File: src/rtl/mant_pkg.sv
`default_nettype none
// ============================================================================
//  Module   : mant_pkg
//  Brief    : Shared types and constants for the maintenance-request initiator.
//  Revision : 1.0
// ============================================================================
package mant_pkg;

  // Width of the status bus coming from the maintenance-status FSM.
  localparam int STATUS_W = 8;

  // Status code the maintenance FSM reports when it is in error.
  localparam logic [STATUS_W-1:0] ESTADO_ERROR = 8'hFF;

  // Request sequencer states.
  typedef enum logic [1:0] {
    S_IDLE  = 2'd0,
    S_PULSE = 2'd1,
    S_HOLD  = 2'd2
  } mant_state_t;

endpackage : mant_pkg
`default_nettype wire

File: src/rtl/mant_debounce.sv
`default_nettype none
// ============================================================================
//  Module   : mant_debounce
//  Brief    : 2-FF synchronizer plus stable-count debouncer for the front-panel
//             button. Emits the debounced level and a one-cycle rising strobe
//             registered together with the level change.
//  Revision : 1.0
// ============================================================================
module mant_debounce #(
  parameter int DEBOUNCE_CYCLES = 4
) (
  input  logic clk,
  input  logic rst,
  input  logic i_btn,
  output logic o_level,
  output logic o_rise
);

  localparam int                 CNT_W    = (DEBOUNCE_CYCLES > 1) ? $clog2(DEBOUNCE_CYCLES) : 1;
  localparam logic [CNT_W-1:0]   CNT_LAST = CNT_W'(DEBOUNCE_CYCLES - 1);

  logic             r_sync1;
  logic             r_sync2;
  logic             r_level;
  logic             r_rise;
  logic [CNT_W-1:0] r_cnt;

  // Two-stage synchronizer for the asynchronous button input.
  always_ff @(posedge clk or negedge rst) begin
    if (!rst) begin
      r_sync1 <= 1'b0;
      r_sync2 <= 1'b0;
    end else begin
      r_sync1 <= i_btn;
      r_sync2 <= r_sync1;
    end
  end

  // Accept a level change only after DEBOUNCE_CYCLES consecutive mismatching samples.
  always_ff @(posedge clk or negedge rst) begin
    if (!rst) begin
      r_level <= 1'b0;
      r_rise  <= 1'b0;
      r_cnt   <= '0;
    end else begin
      r_rise <= 1'b0;
      if (r_sync2 != r_level) begin
        if (r_cnt == CNT_LAST) begin
          r_level <= r_sync2;
          r_rise  <= r_sync2;
          r_cnt   <= '0;
        end else begin
          r_cnt <= r_cnt + 1'b1;
        end
      end else begin
        r_cnt <= '0;
      end
    end
  end

  assign o_level = r_level;
  assign o_rise  = r_rise;

endmodule : mant_debounce
`default_nettype wire

File: src/rtl/mant_request.sv
`default_nettype none
// ============================================================================
//  Module   : mant_request
//  Brief    : Maintenance-request initiator. Turns button presses (and, when
//             built with MANT_AUTO_EN, automatic window-refresh triggers) into
//             single-cycle M pulses and keeps a sticky error alarm.
//  Options  : MANT_AUTO_EN - include the automatic pulse counter/trigger.
//  Revision : 1.0
// ============================================================================
module mant_request
  import mant_pkg::*;
#(
  parameter int DEBOUNCE_CYCLES = 4,
  parameter int WINDOW          = 200,
  parameter int AUTO_MARGIN     = 20
) (
  input  logic                clk,
  input  logic                rst,
  input  logic                btn,
  input  logic                auto_en,
  input  logic [STATUS_W-1:0] estado_reg,
  input  logic                alarm_ack,
  output logic                M,
  output logic                alarm,
  output logic [7:0]          pulse_count
);

  mant_state_t r_state;
  mant_state_t w_next_state;
  logic        w_level;
  logic        w_rise;
  logic        w_auto_trig;
  logic        w_start;
  logic        r_m;
  logic        r_alarm;
  logic [7:0]  r_count;

  mant_debounce #(
    .DEBOUNCE_CYCLES (DEBOUNCE_CYCLES)
  ) u_debounce (
    .clk     (clk),
    .rst     (rst),
    .i_btn   (btn),
    .o_level (w_level),
    .o_rise  (w_rise)
  );

`ifdef MANT_AUTO_EN
  localparam int                AUTO_W    = $clog2(WINDOW);
  localparam logic [AUTO_W-1:0] AUTO_MAX  = AUTO_W'(WINDOW - 1);
  localparam logic [AUTO_W-1:0] AUTO_FIRE = AUTO_W'(WINDOW - AUTO_MARGIN - 1);

  logic [AUTO_W-1:0] r_auto_cnt;

  // Cycles since the last M; zero during the pulse cycle, saturates instead of wrapping.
  always_ff @(posedge clk or negedge rst) begin
    if (!rst) begin
      r_auto_cnt <= '0;
    end else if (w_next_state == S_PULSE) begin
      r_auto_cnt <= '0;
    end else if (r_auto_cnt != AUTO_MAX) begin
      r_auto_cnt <= r_auto_cnt + 1'b1;
    end
  end

  assign w_auto_trig = auto_en && (r_auto_cnt == AUTO_FIRE) && (r_state == S_IDLE);
`else
  logic w_unused_auto_en;
  assign w_unused_auto_en = auto_en;
  assign w_auto_trig      = 1'b0;
`endif

  // A coincident button edge and auto trigger collapse into one request.
  assign w_start = (w_rise || w_auto_trig) && !r_alarm;

  // Next-state logic: one pulse per accepted request, then wait out a held button.
  always_comb begin
    w_next_state = r_state;
    case (r_state)
      S_IDLE:  if (w_start) w_next_state = S_PULSE;
      S_PULSE: w_next_state = w_level ? S_HOLD : S_IDLE;
      S_HOLD:  if (!w_level) w_next_state = S_IDLE;
      default: w_next_state = S_IDLE;
    endcase
  end

  // State register.
  always_ff @(posedge clk or negedge rst) begin
    if (!rst) begin
      r_state <= S_IDLE;
    end else begin
      r_state <= w_next_state;
    end
  end

  // Registered M and saturating pulse counter, both updated on entry to S_PULSE.
  always_ff @(posedge clk or negedge rst) begin
    if (!rst) begin
      r_m     <= 1'b0;
      r_count <= 8'h00;
    end else begin
      r_m <= (w_next_state == S_PULSE);
      if ((w_next_state == S_PULSE) && (r_count != 8'hFF)) begin
        r_count <= r_count + 8'd1;
      end
    end
  end

  // Sticky alarm: error status sets it, ack clears it only when status is healthy.
  always_ff @(posedge clk or negedge rst) begin
    if (!rst) begin
      r_alarm <= 1'b0;
    end else if (estado_reg == ESTADO_ERROR) begin
      r_alarm <= 1'b1;
    end else if (alarm_ack) begin
      r_alarm <= 1'b0;
    end
  end

  assign M           = r_m;
  assign alarm       = r_alarm;
  assign pulse_count = r_count;

endmodule : mant_request
`default_nettype wire

File: config.mk
export PLATFORM = sky130hd
export DESIGN_NAME = mant_request
export DESIGN_NICKNAME = d
export VERILOG_FILES = /design/src/rtl/mant_pkg.sv /design/src/rtl/mant_debounce.sv /design/src/rtl/mant_request.sv
export SDC_FILE = /design/constraint.sdc
export NUM_CORES = 1
export LEC_CHECK = 0
export CORE_MARGIN = 2
export CORE_UTILIZATION = 45
export CTS_CLUSTER_SIZE = 12
export DETAILED_ROUTE_END_ITERATION = 16
export PLACE_DENSITY = 0.77
export SLEW_MARGIN = 20
export SYNTH_ARGS = -nofsm -noshare
export SYNTH_HDL_FRONTEND = slang
export SYNTH_HIERARCHICAL = 1
export SYNTH_SLANG_ARGS = --single-unit
File: constraint.sdc
create_clock -name clk -period 1.8 [get_ports clk]
set_input_delay 0.36 -clock clk [delete_from_list [all_inputs] [get_ports clk]]
set_output_delay 0.36 -clock clk [all_outputs]
set_load 0.005 [all_outputs]
# Word-level counts from Yosys, hierarchy flattened
# Index checks and enable logic that the tools add are counted.
dict set report op_classes {
  addsub 2
  eq_ne 7
  muxes 10
  reduce_logical 6
}
# op n
set ops {}
lappend ops {{two-way mux 2 bit} 5}
lappend ops {{adder 8 x 1 -> 8 bit (second input constant)} 1}
lappend ops {{== test 8 bit (second input constant)} 1}
lappend ops {{inequality test 8 bit (second input constant)} 1}
lappend ops {{case mux 2 bit (3 select lines)} 1}
lappend ops {{== test 2 x 1 -> 1 bit (second input constant)} 2}
lappend ops {{== test 2 bit (second input constant)} 2}
lappend ops {{two-way mux 1 bit} 4}
lappend ops {{adder 2 x 1 -> 2 bit (second input constant)} 1}
lappend ops {{logical AND 1 bit} 2}
lappend ops {{logical NOT 2 bit} 1}
lappend ops {{AND reduction 2 bit} 1}
lappend ops {{nonzero test 2 bit} 1}
lappend ops {{logical NOT 1 bit} 1}
lappend ops {{inequality test 1 bit} 1}
dict set report word_totals {
  ff_bits 18
  input_bits 13
  out_inout_bits 10
  word_cells 34
}

# Depth between registers and ports, before layout
# Gate-level depths: netlist of run 1.
dict set report logic_depth {
  depth_word 6
  ltp_mapped 4
  ltp_nobuf 4
}

# Modules after synthesis
# Netlist of run 1, hierarchy kept.
# module n_inst cells_each area_per_inst_um2
set modules_own_cells {}
lappend modules_own_cells {mant_request 1 48 574.3}
lappend modules_own_cells {mant_debounce 1 12 209.0}

# Worst setup path before layout of run 1
# Ideal clock, no wire load.
dict set report synth_timing {
  path_kind {register -> register}
  start {reg r_state[1]}
  end {reg r_count[5], in the netlist pulse_count[5]}
  setup_ns 0.128
  arrival_time_ns 1.339
  setup_slack_ns 0.334
  stages_incl_launch_ff 4
  n_path_buf 0
  synth_period_minus_slack_ns 1.466
  path_cell_list {dfrtp_1 nor4b_4 nand4_1 mux2_1}
}
dict set report synth_via {
  elab_chain_len 4
  word_cells_on_any_way 8
  cone_classes {eq/ne (3); mux (3); reduce/logical (2)}
}
# element line_no
set synth_rtl {}
lappend synth_rtl {{start: declaration} mant_request.sv:28} ;# mant_state_t r_state;
lappend synth_rtl {{start signal: assignment} mant_request.sv:92} ;# r_state <= w_next_state;
lappend synth_rtl {{== test 2 bit, or another cell as far along} mant_request.sv:79} ;# case (r_state)
lappend synth_rtl {{case mux 2 bit (3 select lines) *} mant_request.sv:79}
lappend synth_rtl {{via w_next_state[0]} mant_request.sv:29} ;# mant_state_t w_next_state;
lappend synth_rtl {{== test 2 x 1 -> 1 bit *} mant_request.sv:103} ;# if ((w_next_state == S_PULSE) && (r_count != 8'hFF)) begin
lappend synth_rtl {{logical AND 1 bit *} mant_request.sv:103}
lappend synth_rtl {{end signal: assignment} mant_request.sv:104} ;# r_count <= r_count + 8'd1;
lappend synth_rtl {{end: declaration} mant_request.sv:36} ;# logic [7:0] r_count;
# The timed path passes the listed nets; every way through them passes the cells marked *.
# A chain may end at the register's enable or synchronous reset.

# Final worst setup path of run 1
dict set report layout_timing {
  start {reg r_count[3], in the netlist pulse_count[3]}
  end {out pulse_count[3]}
}
# element line_no
set layout_lines {}
lappend layout_lines {{end: declaration} mant_request.sv:25} ;# output logic [7:0] pulse_count
# No word-level cell between the ends.

==> results of run 1 <==
[final timing paths]
kind                                     from                  end  slack, ns
setup / recovery               pulse_count[3]       pulse_count[3]       0.12
hold / removal             u_debounce/r_sync1   u_debounce/r_sync2       0.36
setup reg to reg                   r_state[1]       pulse_count[5]       0.36
hold reg to reg            u_debounce/r_sync1   u_debounce/r_sync2       0.36
max in group asynchronous                 rst  u_debounce/r_cnt[1]       1.22
min in group asynchronous                 rst    u_debounce/o_rise       0.38
[cell families (layout without fill, tap and decap cells)]
logic type                 Yosys count  after routing  share of synthesized area (%)
xor gates and xnor gates             4              4                           4.47
AOI/OAI and AO/OA                    7              7                           6.55
buffers and inverters                1             28                          0.479
and+or+nand+nor                     23             23                           20.6
adders and majority gates            2              2                           3.19
DFF                                 18             18                           57.5
muxes                                5              5                           7.19
[per-stage QoR]
stage          utilization, %  area [um2]  setup slack, ns  hold slack [ns]
2_1_floorplan               -         783            0.334           0.0644
3_3_place_gp             61.4        1040            0.382            0.336
3_5_place_dp             61.4        1040            0.356            0.343
4_1_cts                  62.7        1060            0.104            0.364
5_1_grt                  62.7        1060           0.0462            0.369
6_report                 62.7        1060            0.122            0.361
[flip-flops by register name, summed over array words and instances (netlist names)]
signal,cells
pulse_count,8
u_debounce/r_sync1,1
alarm,1
u_debounce/r_sync2,1
u_debounce/o_level,1
u_debounce/r_cnt,2
u_debounce/o_rise,1
M,1
r_state,2
[power breakdown]
group	internal, W	total [W]	switching [W]
combinational	0.000149	0.000231	0.0000820
clock	0.0000777	0.000189	0.000112
sequential	0.000468	0.000530	0.0000621
[cell type report]
type / instances / area (um2)
timing repair buffer: 24 / 233
clock buffer: 3 / 22.5
multi-input combinational: 41 / 329
sequential: 18 / 450
fill: 142 / 629
inverter: 1 / 3.75
tap: 17 / 21.3
[layer usage]
layer  part of all wire, %  vias up
li1                      -      280
met2                    46       18
met3                   4.0        4
met1                    47      277
met4                   3.1        0
met5                     0        -
[cell usage after synthesis (all sizes together) (2+ instances only)]
cell,number
xnor2,3
nand4,5
nand3,3
nor4b,2
ha,2
and3,2
mux2,5
nand2,3
a31oi,2
dfrtp,18
==> results.txt, run 1 <==
- Sequence of cells on the critical path: clkdlybuf4s50_1
- The final route contains 579 vias.
- In this run the worst hold path is classified as reg2reg.
- Peak supply drop: 0.000726 V
* Worst Setup Path Type: reg2out
* Worst-path clk slew: 0.10 ns
- FP Rows: 15
* Area of the core: 1690 um2
- In this run the number of H-tree levels came out at 1.
- Number of enable-type register cells in the synthesized netlist: 0
- Outcome: complete, no violations
- In the final design database the tool counted 104 nets.
- Measured in cells, the most critical reg-to-reg path has a length of 4.
- Across the run, the number of max-cap violations was 0.
- Transition time at the pin with the least slew margin: 0.241 ns
* Post-cts repair resize count: 0
* Number of violations reported at the end of detailed-routing iteration 0: 2
- After the flow finishes, the layout carries non-filler instances totaling 104.
- Antenna violations before repair: 0
- Total Wirelength: 1430 um
- Growth of design area from synthesis to finish: 35.3%
* Detail-routed net length per standard cell: 13.7 um
* Cell count of the worst hold path: 0
* Post-synthesis cell area: 783 um2
* Endpoint arrival time on the critical path: 1.32 ns
* TritonCTS clock tree: built
* Initial Util: 46.4%
- Minimum clock period: 1.68 ns
* Number of iterations in the first detailed-routing pass: 4
* Post-synthesis instance total: 60
- For the worst-skew pair, the clock arrives at the later sink with an insertion delay of 0.29 ns.
- GR peak layer: met2
- The root buffer cell chosen for the clock tree is clkbuf_4.
- Input and output buffers added on the ports amount to 21.
- Most frequent cells in the layout: clkdlybuf4s50_1 (21), dfrtp_1 (18), nand4_1 (5)
* Met3 global-route usage: 3.57%
- Post-DP HPWL: 1080 um
* Critical Path RT: 1.44 ns
- Total setup buffers inserted after CTS: 0
- Across the routed clock network, the largest skew measured is 0.0124 ns.
- Total congestion overflow after global routing: 0
- Count of different cell masters after synthesis: 27
- The worst setup path is captured at a primary output.
* Headroom to the max-slew limit: 83.7%
* Number of global-route vias before repair: 514
- Final GP Congestion: 0.751
- Of the available clock period, the critical path in the final layout requires 93.2%.
- The worst setup path is launched from a register.
* Most common flop cell mapped by yosys: dfrtp_1
* Via-to-Cell Ratio: 5.57
* Mapped Avg Cell Area: 13.1 um2
- Measured along the x axis, the die boundary spans 45.7 um.
- Number of design rule violations left after detail routing: 0
- Setup violations remaining at the end of the flow were counted as 0.
- Antenna-violating nets left: 0
- CP top delay family: buffers and inverters
- The die covers 2090 um2.
- Counting flops with an async set or reset pin after synthesis yields a share of 100%.
- The slowest stage of the critical path is the clkdlybuf4s50_1 cell.
- In this design, the stage delay of the slowest critical-path cell is 0.54 ns.
- In this run the number of cells on the critical path is 1.
- Final hold viol count: 0
- The analysis attributes to cell leakage a power of 0.463 nW.
- The library cell used most frequently in the layout, excluding fill and tap cells, is clkdlybuf4s50_1.
- The synthesized design spends more area on one cell type than any other, namely dfrtp_1.
- Number of max-slew violations in the final report: 0
- Global routing met1 resource utilization: 21.9%
- Synthesis produced a netlist with a net count of 75.
* Die height: 45.7 um
- TritonCTS Buffers: 3
- Dividing total power by cell area gives a power density of 897 nW/um2.
* Biggest fanout along the worst timing path: 7
- Yosys printed 6 warnings.
- Peak clock frequency supported by timing: 596 MHz
- Of the post-synthesis cell area, the dominant cell type holds 57.5%.
- Cts hold-fix bufs: 0
* Post-Place Cells: 101
- CP Buf/Inv Count: 1
- First-pass GRT wire length: 2330 um
* PnR Total Power: 0.000950 W
- M2 GR Usage: 23.4%
* Synthesized flop and latch total: 18
* Number of sinks on the clock net: 18
- Post-route setup TNS: 0 ns
- Cells with a size suffix above 1 make up 14.9% of the layout.
- Counting along the longest clock path gives a buffer depth of 2.
* Top cells by area in the synthesized netlist: dfrtp_1 (58%), mux2_2 (4.3%), nand4_1 (4.0%), xnor2_1 (3.4%), ha_1 (3.2%)
* Sequential area share after synthesis: 57.5%
* Pin count of the biggest net entering global routing: 19
- Global routing used 16.2% of the available tracks.
- Number of top-level design ports: 23
- Setup repair after global routing left no endpoint under its margin.
- Antenna diodes: 0
No activity file was read; power rests on OpenSTA's default activity.
==> inputs of run 2 (changes only) <==
--- a/config.mk
+++ b/config.mk
@@ -6,10 +6,10 @@
 export NUM_CORES = 1
 export LEC_CHECK = 0
 export CORE_MARGIN = 2
-export CORE_UTILIZATION = 45
+export CORE_UTILIZATION = 40
 export CTS_CLUSTER_SIZE = 12
 export DETAILED_ROUTE_END_ITERATION = 16
-export PLACE_DENSITY = 0.77
+export PLACE_DENSITY = 0.72
 export SLEW_MARGIN = 20
 export SYNTH_ARGS = -nofsm -noshare
 export SYNTH_HDL_FRONTEND = slang
==> constraint.sdc (replaced) <==
create_clock -name clk -period 1.5 [get_ports clk]
set_input_delay 0.3 -clock clk [delete_from_list [all_inputs] [get_ports clk]]
set_output_delay 0.3 -clock clk [all_outputs]
set_load 0.005 [all_outputs]
==> run 2 against run 1 <==
Worst setup slack lost 0.083 ns. Largest cell class unchanged. Wire length grew 18%. Combinational power grew 69%. Global-route usage grew 0.21 points. Sequential cell count is the same.
==> results.txt, run 2 (synthesis results as in run 1) <==
- Outcome: complete, no violations (unchanged).
* Total congestion overflow after global routing: 0 (unchanged)
* Setup violations, final: 0 (unchanged)
- Switching share of total power: 27.1% (was 26.9%)
* Maximum clock path buffer count: 2 (unchanged)
- The first-pass GRT wire length came to 2570 um (was 2330 um).
- The TritonCTS buffer count came to 3 (unchanged).
- The placement-stage cell area came to 1060 um2 (was 1040 um2).
- The initial antenna violation count was 0 (unchanged).
- Transition time at the pin with the least slew margin: 0.235 ns (was 0.241 ns)
- Min setup slack post-route: 0.0387 ns (was 0.122 ns)
- Die outline width: 48.3 um (was 45.7 um)
* Peak clock frequency supported by timing: 684 MHz
- The power density over cell area came to 1080 nW/um2 (was 897 nW/um2).
- Pin count of the biggest net entering global routing: 19 (unchanged)
* Minimum clock period: 1.46 ns
* Cell leakage power: 0.662 nW (was 0.463 nW)
- The number of vias after detailed routing came to 630 (was 579).
* Number of sinks on the clock net: 18 (unchanged)
- Largest register FFs: 8 (unchanged)
- Peak supply drop: 0.000567 V (was 0.000726 V)
* Global routing met1 resource utilization: 20.6% (was 21.9%)
- TritonCTS clock tree: built (unchanged)
- Internal Power: 0.000949 W (was 0.000694 W)
* Most frequent cells in the layout: dfrtp_1 (17), buf_4 (15), clkdlybuf4s50_1 (13) (was clkdlybuf4s50_1 (21), dfrtp_1 (18), nand4_1 (5))
* Endpoint arrival time on the critical path: 1.65 ns (was 1.32 ns)
* Headroom to the max-slew limit: 84.2% (was 83.7%)
- The global-route track usage on met2 is 28.4% (was 23.4%).
- The number of antenna repair diodes was 0 (unchanged).
* Classification of the worst-slack hold path: in2async (was reg2reg)
- The root cell of the clock tree is clkbuf_4 (unchanged).
* Critical path startpoint category: register (unchanged)
- Share of the cycle needed by the critical path after routing: 97.4%
- Number of violations reported at the end of detailed-routing iteration 0: 12 (was 2)
- Initial Util: 41.2% (was 46.4%)
- Share of final-layout standard cells stronger than drive strength 1: 28.7% (was 14.9%)
- The number of H-tree levels is 1 (unchanged).
- Growth of design area from synthesis to finish: 54.5% (was 35.3%)
* FP Rows: 16 (was 15)
- Post-DP HPWL: 1070 um (was 1080 um)
- Source of the worst register-to-register timing path: alarm (was r_state[1])
* Antenna-violating nets left: 0 (unchanged)
- Part of the power in combinational logic: 30.0% (was 24.3%)
- Number of design rule violations left after detail routing: 0 (unchanged)
- The met3 track demand over resource is 3.33% (was 3.57%).
- Final Util: 63.6% (was 62.7%)
- The maximum fanout count along the critical path came to 10 (was 7).
- The final number of hold-violating endpoints was 0 (unchanged).
- Via-to-Cell Ratio: 4.92 (was 5.57)
* RSZ-0062 raised after global routing: yes (was no)
- Number of top-level design ports: 23 (unchanged)
- Post-route setup TNS: 0 ns (unchanged)
* Detail-routed net length per standard cell: 13.1 um (was 13.7 um)
* Dpl ws: 0.0510 ns (was 0.356 ns)
* Worst r2r dst: pulse_count[5] (unchanged)
- The clock transition at the registers of the reported paths was 0.10 ns (about the same).
* Worst Setup Path Type: reg2reg (was reg2out)
- Count of max-cap constraint violations: 0 (unchanged)
* Endpoint type of the worst setup path: register (was primary output)
- The area of the die came to 2330 um2 (was 2090 um2).
- The count of TritonRoute iterations in the first routing pass was 4 (unchanged).
- Critical Path RT: 1.68 ns (was 1.44 ns)
* Clock latency reported for the late side of the worst-skew pair: 0.29 ns (about the same)
* Clk network pwr share: 22.9% (was 19.9%)
- Relative contribution of sequential cells to total power: 47.1% (was 55.8%)
* Post-layout net count: 117 (was 104)
* Post-route cell area: 1210 um2 (was 1060 um2)
- Clock skew: 0.000952 ns (was 0.0124 ns)
- Gr usage total: 16.4% (was 16.2%)
* Final GP Congestion: 0.732 (was 0.751)
- The worst reg-to-reg setup slack is 0.04 ns (was 0.36 ns).
- The final wirelength was 1680 um (was 1430 um).
- The via count of the first global-routing pass came to 587 (was 514).
- Number of max-slew violations in the final report: 0 (unchanged)
- Number of buffer cells added on primary ports: 21 (unchanged)
- Die height: 48.3 um (was 45.7 um)
* Area of the core: 1900 um2 (was 1690 um2)
- The most used routing layer in global routing is met2 (unchanged).
- Final-layout worst hold slack: 0.330 ns (was 0.361 ns)
* R2R depth: 5 (was 4)
- Most common cell after layout, fill and taps aside: dfrtp_1 (was clkdlybuf4s50_1)
- Total net switching power: 0.000353 W (was 0.000256 W)
[run 2: critical path, cell delays in order, from the launching register on]
cell     delay, ns
dfrtp_1       0.40
buf_4         0.14
nor4b_4       0.21
buf_6         0.17
nand4_1       0.11
mux2_1        0.32
[run 2: cell type report]
type | count | area [um2]
clock buffers | 4 | 36.3
repair buffers | 37 | 350
multi-input cells | 41 | 334
inverters | 1 | 3.75
well taps | 27 | 33.8
flip-flops and latches | 18 | 452
fillers | 142 | 692
[run 2: stage by stage]
step                      std cells  power, W
after floorplan                  60  0.000771
after global placement          112  0.000909
after detailed placement        112  0.000925
after CTS                       127   0.00131
after global routing            128   0.00139
final                           128   0.00130
[run 2: how the worst max path moves through the flow]
| stage | startpoint | end | slack, ns | depth (start not counted) |
|---|---|---|---|---|
| floorplan | r_state[1] | pulse_count[5] | 0.03 | 3 |
| global placement | r_state[1] | pulse_count[5] | 0.08 | 4 |
| detailed placement | r_state[1] | pulse_count[5] | 0.05 | 4 |
| CTS | pulse_count[7] | pulse_count[7] | 0.01 | 1 |
| global route | alarm | pulse_count[5] | -0.03 | 5 |
| finish | alarm | pulse_count[5] | 0.04 | 5 |
[run 2: metal layers]
layer,wire (um),up-vias
li1,-,308
met1,687,307
met2,931,13
met3,48,2
met4,11,0
met5,0,-
[run 2: power by group through the flow]
| stage | registers (W) | logic (W) | clock network [W] |
|---|---|---|---|
| finish | 0.000613 | 0.000391 | 0.000299 |
| global route | 0.000623 | 0.000439 | 0.000331 |
| CTS | 0.000613 | 0.000386 | 0.000308 |
| detailed placement | 0.000646 | 0.000279 | 0 |
| global placement | 0.000639 | 0.000270 | 0 |
| floorplan | 0.000635 | 0.000136 | 0 |
[run 2: timing repair]
action                     4_1_cts  5_1_grt
hold endpoints to repair         0        0
gates resized for setup          2        9
setup buffers                   11        1
pin swaps                        0        2
setup endpoints to repair        9       10
hold buffers                     0        0
